[src/rtl/waveform_playback_pkg.sv]
// Shared mode constants and FSM state encoding for the waveform playback sequencer.
package waveform_playback_pkg;

  localparam logic [1:0] MODE_CONTINUOUS = 2'd0;
  localparam logic [1:0] MODE_SINGLE     = 2'd1;
  localparam logic [1:0] MODE_N_PASS     = 2'd2;

  typedef enum logic [1:0] {
    ST_IDLE = 2'd0,
    ST_PLAY = 2'd1,
    ST_DONE = 2'd2
  } play_state_t;

endpackage

[src/rtl/waveform_channel_counter.sv]
// One playback channel: latched region, word address, pass counter and finished flag.
module waveform_channel_counter
  import waveform_playback_pkg::*;
#(
  parameter int unsigned ADDR_WIDTH = 14,
  parameter int unsigned PASS_WIDTH = 16
) (
  input  logic                  clock,
  input  logic                  reset,
  input  logic                  load,
  input  logic                  advance,
  input  logic                  halt,
  input  logic [PASS_WIDTH-1:0] target,
  input  logic [ADDR_WIDTH-1:0] start_address,
  input  logic [ADDR_WIDTH-1:0] end_address,
  output logic [ADDR_WIDTH-1:0] address,
  output logic                  last,
  output logic                  finished,
  output logic                  live,
  output logic                  restart_c,
  output logic                  final_pass_c
);

  localparam logic [ADDR_WIDTH-1:0] ADDR_ONE = ADDR_WIDTH'(1);
  localparam logic [PASS_WIDTH-1:0] PASS_ONE = PASS_WIDTH'(1);
  localparam logic [PASS_WIDTH-1:0] PASS_MAX = '1;

  logic [ADDR_WIDTH-1:0] start_q;
  logic [ADDR_WIDTH-1:0] end_q;
  logic [PASS_WIDTH-1:0] passes_q;

  logic [ADDR_WIDTH-1:0] start_d;
  logic [ADDR_WIDTH-1:0] end_d;
  logic [ADDR_WIDTH-1:0] address_d;
  logic [PASS_WIDTH-1:0] passes_d;
  logic [PASS_WIDTH-1:0] passes_inc;
  logic                  live_d;
  logic                  finished_d;
  logic                  last_d;
  logic                  reload;

  // Next-state: load/wrap relatch the region, otherwise step or finish at the last word
  always_comb begin
    start_d      = start_q;
    end_d        = end_q;
    address_d    = address;
    passes_d     = passes_q;
    live_d       = live;
    finished_d   = finished;
    restart_c    = 1'b0;
    passes_inc   = (passes_q == PASS_MAX) ? passes_q : passes_q + PASS_ONE;
    // target of zero means unbounded (continuous mode)
    final_pass_c = (target != '0) && (passes_inc >= target);
    reload       = load || (advance && live && last && !final_pass_c);

    if (reload) begin
      start_d    = start_address;
      end_d      = end_address;
      address_d  = start_address;
      passes_d   = load ? '0 : passes_inc;
      live_d     = end_address > start_address;
      finished_d = !live_d;
      restart_c  = live_d;
    end else if (halt) begin
      live_d = 1'b0;
    end else if (advance && live) begin
      if (last) begin
        passes_d   = passes_inc;
        live_d     = 1'b0;
        finished_d = 1'b1;
      end else begin
        address_d = address + ADDR_ONE;
      end
    end

    // last is registered so the top sees it alongside the address it qualifies
    last_d = live_d && (address_d == end_d - ADDR_ONE);
  end

  // Channel state registers
  always_ff @(posedge clock) begin
    if (reset) begin
      start_q  <= '0;
      end_q    <= '0;
      address  <= '0;
      passes_q <= '0;
      live     <= 1'b0;
      finished <= 1'b0;
      last     <= 1'b0;
    end else begin
      start_q  <= start_d;
      end_q    <= end_d;
      address  <= address_d;
      passes_q <= passes_d;
      live     <= live_d;
      finished <= finished_d;
      last     <= last_d;
    end
  end

endmodule

[src/rtl/waveform_playback_sequencer.sv]
// Multi-channel waveform memory address sequencer with continuous, single and N-pass playback.
module waveform_playback_sequencer
  import waveform_playback_pkg::*;
#(
  parameter int unsigned CHANNELS     = 6,
  parameter int unsigned ADDR_WIDTH   = 14,
  parameter int unsigned READ_LATENCY = 2,
  parameter int unsigned PASS_WIDTH   = 16
) (
  input  logic                           clock,
  input  logic                           reset,
  input  logic                           enable,
  input  logic [1:0]                     mode,
  input  logic [PASS_WIDTH-1:0]          loop_count,
  input  logic                           trigger,
  input  logic                           resync,
  input  logic [CHANNELS*ADDR_WIDTH-1:0] start_address,
  input  logic [CHANNELS*ADDR_WIDTH-1:0] end_address,
  output logic [CHANNELS*ADDR_WIDTH-1:0] read_address,
  output logic [CHANNELS-1:0]            read_enable,
  output logic [CHANNELS-1:0]            word_valid,
  output logic                           sync_out,
  output logic                           busy,
  output logic                           done,
  output logic [PASS_WIDTH-1:0]          passes_done
);

  localparam logic [PASS_WIDTH-1:0] PASS_ONE = PASS_WIDTH'(1);
  localparam logic [PASS_WIDTH-1:0] PASS_MAX = '1;

  play_state_t           state;
  logic [PASS_WIDTH-1:0] target;
  logic                  sync_pulse;

  logic                  enter_c;
  logic                  resync_c;
  logic                  load_c;
  logic                  advance_c;
  logic                  halt_c;
  logic                  all_finish_c;
  logic [PASS_WIDTH-1:0] entry_target_c;
  logic [CHANNELS-1:0]   pass_end_c;

  logic [CHANNELS-1:0]   last;
  logic [CHANNELS-1:0]   finished;
  logic [CHANNELS-1:0]   restart_c;
  logic [CHANNELS-1:0]   final_pass_c;

  // Control decode: start, restart, stepping and completion lookahead
  always_comb begin
    enter_c        = (state == ST_IDLE) && enable && ((mode == MODE_CONTINUOUS) || trigger);
    resync_c       = (state == ST_PLAY) && enable && resync;
    load_c         = enter_c || resync_c;
    advance_c      = (state == ST_PLAY) && enable && !resync;
    halt_c         = !enable;
    pass_end_c     = {CHANNELS{advance_c}} & read_enable & last;
    // every channel is already finished or finishes on this edge
    all_finish_c   = &(finished | (pass_end_c & final_pass_c));
    entry_target_c = PASS_ONE;
    case (mode)
      MODE_CONTINUOUS: entry_target_c = '0;
      MODE_N_PASS:     entry_target_c = (loop_count == '0) ? PASS_ONE : loop_count;
      default:         entry_target_c = PASS_ONE;
    endcase
  end

  // Per-channel address generators
  for (genvar c = 0; c < CHANNELS; c++) begin : g_channel
    waveform_channel_counter #(
      .ADDR_WIDTH (ADDR_WIDTH),
      .PASS_WIDTH (PASS_WIDTH)
    ) u_channel (
      .clock         (clock),
      .reset         (reset),
      .load          (load_c),
      .advance       (advance_c),
      .halt          (halt_c),
      .target        (target),
      .start_address (start_address[c*ADDR_WIDTH +: ADDR_WIDTH]),
      .end_address   (end_address[c*ADDR_WIDTH +: ADDR_WIDTH]),
      .address       (read_address[c*ADDR_WIDTH +: ADDR_WIDTH]),
      .last          (last[c]),
      .finished      (finished[c]),
      .live          (read_enable[c]),
      .restart_c     (restart_c[c]),
      .final_pass_c  (final_pass_c[c])
    );
  end

  // Sequencer FSM with registered busy/done and the pass target latched on entry
  always_ff @(posedge clock) begin
    if (reset) begin
      state  <= ST_IDLE;
      busy   <= 1'b0;
      done   <= 1'b0;
      target <= '0;
    end else begin
      done <= 1'b0;
      if (!enable) begin
        state <= ST_IDLE;
        busy  <= 1'b0;
      end else begin
        case (state)
          ST_IDLE: begin
            if (enter_c) begin
              state  <= ST_PLAY;
              busy   <= 1'b1;
              target <= entry_target_c;
            end
          end
          ST_PLAY: begin
            if (!resync && (target != '0) && all_finish_c) begin
              state <= ST_DONE;
              busy  <= 1'b0;
              done  <= 1'b1;
            end
          end
          ST_DONE: begin
            state <= ST_IDLE;
          end
          default: begin
            state <= ST_IDLE;
            busy  <= 1'b0;
          end
        endcase
      end
    end
  end

  // Channel-0 completed-pass counter, cleared on every (re)start, saturating
  always_ff @(posedge clock) begin
    if (reset) begin
      passes_done <= '0;
    end else if (load_c) begin
      passes_done <= '0;
    end else if (pass_end_c[0] && (passes_done != PASS_MAX)) begin
      passes_done <= passes_done + PASS_ONE;
    end
  end

  // Undelayed sync: high in the cycle channel 0 presents its start address
  always_ff @(posedge clock) begin
    if (reset) begin
      sync_pulse <= 1'b0;
    end else begin
      sync_pulse <= restart_c[0];
    end
  end

  // Align word_valid and sync_out with memory read data
  if (READ_LATENCY == 0) begin : g_no_delay
    assign word_valid = read_enable;
    assign sync_out   = sync_pulse;
  end else begin : g_delay
    logic [READ_LATENCY-1:0][CHANNELS-1:0] valid_pipe;
    logic [READ_LATENCY-1:0]               sync_pipe;

    for (genvar i = 0; i < READ_LATENCY; i++) begin : g_stage
      if (i == 0) begin : g_first
        // First delay stage fed from the live address qualifiers
        always_ff @(posedge clock) begin
          if (reset) begin
            valid_pipe[i] <= '0;
            sync_pipe[i]  <= 1'b0;
          end else begin
            valid_pipe[i] <= read_enable;
            sync_pipe[i]  <= sync_pulse;
          end
        end
      end else begin : g_next
        // Subsequent delay stages
        always_ff @(posedge clock) begin
          if (reset) begin
            valid_pipe[i] <= '0;
            sync_pipe[i]  <= 1'b0;
          end else begin
            valid_pipe[i] <= valid_pipe[i-1];
            sync_pipe[i]  <= sync_pipe[i-1];
          end
        end
      end
    end

    assign word_valid = valid_pipe[READ_LATENCY-1];
    assign sync_out   = sync_pipe[READ_LATENCY-1];
  end

endmodule

[config.mk]
export PLATFORM = sky130hd
export DESIGN_NAME = waveform_playback_sequencer
export DESIGN_NICKNAME = d
export VERILOG_FILES = /design/src/rtl/waveform_playback_pkg.sv /design/src/rtl/waveform_channel_counter.sv /design/src/rtl/waveform_playback_sequencer.sv
export SDC_FILE = /design/constraint.sdc
export NUM_CORES = 1
export LEC_CHECK = 0
export CAP_MARGIN = 30
export CELL_PAD_IN_SITES_DETAIL_PLACEMENT = 1
export CELL_PAD_IN_SITES_GLOBAL_PLACEMENT = 1
export CORE_MARGIN = 4
export CORE_UTILIZATION = 25
export CTS_BUF_LIST = sky130_fd_sc_hd__clkbuf_8 sky130_fd_sc_hd__clkbuf_16
export CTS_CLUSTER_SIZE = 14
export DETAILED_ROUTE_END_ITERATION = 16
export GPL_TIMING_DRIVEN = 0
export PLACE_DENSITY_LB_ADDON = 0.1
export RECOVER_POWER = 50
export SYNTH_ARGS = -nofsm -noshare
export SYNTH_HDL_FRONTEND = slang
export SYNTH_SLANG_ARGS = --single-unit
export TNS_END_PERCENT = 5
[constraint.sdc]
create_clock -name clock -period 7.5 [get_ports clock]
set_input_delay 2.25 -clock clock [delete_from_list [all_inputs] [get_ports clock]]
set_output_delay 2.25 -clock clock [all_outputs]
set_load 0.005 [all_outputs]
==> results.toml <==
[clock_tree]
clk_pin_slew_ns = 0.05
cts_tree = "built"
clock_tree.buffer_depth = 3
cts_buffers = 49
clock-sinks = 333
htree_levels = 2
cts-root-buf = "clkbuf_16"
cts_hold_buffers = 0
clk_latency_ns = 0.61

[layout]
nets = 3957
fin_util_pct = 31.8
design_area_sq_um = 31300
areaGrowthSynthToFinish_pct = 26.1
ff_latch_area_sq_um = 6670
multi_input_comb_area_sq_um = 17100
fillCellCount = 11900
drive_gt1_share_pct = 6.08
instances_no_fill = 4893

[synth]
syn_nets = 3586
synth.area.top_cells = "dfxtp_1, ha_1, xnor2_1"
synth_common_cells = "nor2_1, nand2_1, dfxtp_1"
synth.most_common_cell = "nor2_1"
yosysSeqAreaShare_pct = 26.8
synth_flop_cell = "dfxtp_1"
yosysTopAreaCell = "dfxtp_1"
synth_cells = 3196
synth_area_per_cell_sq_um = 7.77
synthesis.area_sq_um = 24800
ys_warn_count = 0
async_flop_share_pct = 0
synthDistinctLibCells = 95
ys_ff_latch = 333
synth_edf_count = 0
synth_top_area_share_pct = 26.8

[detailed_routing]
vias = 24300
wl_per_cell_um = 21.2
antenna_left = 0
vias_per_cell = 4.97
drtPass1Iterations = 7
wl_mm = 104
drt_iter0_drc = 1331
drc = 0

[global_route]
overflow = 0
grt_max_degree = 14
grt_pass1_wl_mm = 157
grt_pass1_vias = 24900
antenna_found_initial = 8
grt_usage_pct = 19.5

[worst_setup_path]
path_buf_inv = 4
cpMostUsedCell = "and3_1"
cp_top_family = "simple AND/OR/NAND/NOR gates"
crit_type = "flop to flop"
crit_path_top_delay_cell = "a221o_1"
path_max_fanout = 10
rr_worst_depth = 29
cp-end-kind = "flop"
r2r-start = "g_channel[1].u_channel.passes_q[3]$_SDFFE_PP0P_"
rrSetupSlack_ns = 0.53
crit_required_ns = 7.99
critPathLaunchType = "flop"
cpPeakStageDelay_ns = 0.35
arrival_ns = 7.46
rr_endpoint = "g_channel[1].u_channel.last$_SDFF_PP0_"

[sta]
hold_viol = 0
rsz0062_at_grt = "true"
fmax_mhz = 143
period_needed_ns = 6.97
finalMaxSlewViolations = 0
setup_viol = 0
maxSlewHeadroom_pct = 39.0
tightest_slew_ns = 0.915
tns_ns = 0
clock_skew_ns = 0.0273
timing.hold.ws_ns = 0.435
fin_ws_ns = 0.529
finalCritPeriodShare_pct = 92.9

[min_path]
hold_class = "flop to flop"
worstHoldStart = "g_delay.valid_pipe[2]$_SDFF_PP0_"
min_path_cells = 1
min_to = "word_valid[2]$_SDFF_PP0_"

[place]
place_inst = 4798
dp_slack_ns = -0.547
place_congestion = 0.819
dpl_cell_area_sq_um = 29600
io_buffers = 304
dp_hpwl_mm = 82.3

[power]
total_power_mw = 5.57
peakVddDrop_uv = 152
power_density_nw_per_um2 = 178
leakage_nw = 12.3

[flow_run]
drv_cap = 0

[floorplan]
start_util_pct = 25.2
die_y_um = 323
die_w_um = 323
row_count = 115
core_sq_um = 98400
dieArea_sq_um = 104000
ios = 306

[status]
status = "finished, final reports clean"
==> logic make-up after synthesis <==
group | count (synthesis) | synth area share, %
simple gates | 1353 | 26.2
flops | 333 | 26.8
buf+inv | 269 | 4.70
xor+xnor | 402 | 14.2
fa+ha+maj | 199 | 10.0
mux | 79 | 3.40
compound gates | 561 | 14.5
==> routing by layer <==
layer | vias up | global-route usage [%] | wire (um) | share of wire, %
li1 | 12000 | - | - | -
met1 | 11900 | 27.2 | 50400 | 49
met2 | 345 | 32.0 | 47400 | 46
met3 | 86 | 2.95 | 4100 | 3.9
met4 | 6 | 3.64 | 1760 | 1.7
met5 | - | 0 | 46 | 0.044
==> state kept, by name (all words and copies together) (netlist names) <==
name	flops
g_delay.valid_pipe	6
g_channel.u_channel.passes_q	96
g_delay.sync_pipe	1
word_valid	6
g_channel.u_channel.address	84
state	2
target	16
busy	1
sync_out	1
g_channel.u_channel.end_q	84
g_channel.u_channel.finished	6
sync_pulse	1
passes_done	16
g_channel.u_channel.live	6
g_channel.u_channel.last	6
done	1
==> what timing repair did <==
item	in CTS	in global routing
resized for setup	0	26
buffers inserted	0	5
setup endpoints to repair	0	6
==> cell type report <==
type / count / area share, %
Multi-Input combinational cell: 2594 / 54.6
Sequential cell: 333 / 21.3
Timing Repair Buffer: 320 / 10.3
Tap cell: 1287 / 5.14
Clock buffer: 62 / 4.49
Buffer: 135 / 2.12
Inverter: 134 / 1.61
Clock inverter: 23 / 0.484
Antenna cell: 5 / 0.0400
==> worst register-to-register path: cells and delay by family (launching register included) <==
family,cells,cell delay (ns)
simple gates,12,2.53
fa+ha+maj,2,0.61
xor+xnor,2,0.27
buf+inv,4,0.86
mux,2,0.41
flops,1,0.30
compound gates,7,1.90
==> power by group <==
part,internal (mW),switching (mW)
Clock,1.34,0.938
Combinational,0.575,0.757
Sequential,1.85,0.103
Total,3.77,1.80
==> cell usage in the layout (no fill, tap or decap), drive strengths merged, types with 16 or more instances in the layout <==
master / count
nor2: 412
nand2: 360
dfxtp: 333
xnor2: 236
a21oi: 211
ha: 199
clkdlybuf4s50: 194
xor2: 166
inv: 147
nand3: 143
clkbuf: 137
dlygate4sd3: 110
o21ai: 94
nor3: 94
a211oi: 78
buf: 76
mux2i: 63
nand4: 60
nor4: 57
and3: 52
nor2b: 41
or3: 31
o21a: 23
nand2b: 22
a22oi: 16
==> worst max-delay path by stage <==
stage / startpoint / to / slack (ns) / cells after the start
after floorplan: enable / g_channel[2].u_channel.last$_SDFF_PP0_ / 1.65 / 19
after global placement: enable / g_channel[3].u_channel.last$_SDFF_PP0_ / -0.58 / 20
after detailed placement: enable / g_channel[3].u_channel.last$_SDFF_PP0_ / -0.55 / 20
after CTS: enable / g_channel[3].u_channel.last$_SDFF_PP0_ / 0.08 / 20
after global routing: g_channel[1].u_channel.passes_q[3]$_SDFFE_PP0P_ / g_channel[1].u_channel.last$_SDFF_PP0_ / -0.03 / 28
final: g_channel[1].u_channel.passes_q[3]$_SDFFE_PP0P_ / g_channel[1].u_channel.last$_SDFF_PP0_ / 0.53 / 29
No activity file was read; power rests on OpenSTA's default activity.
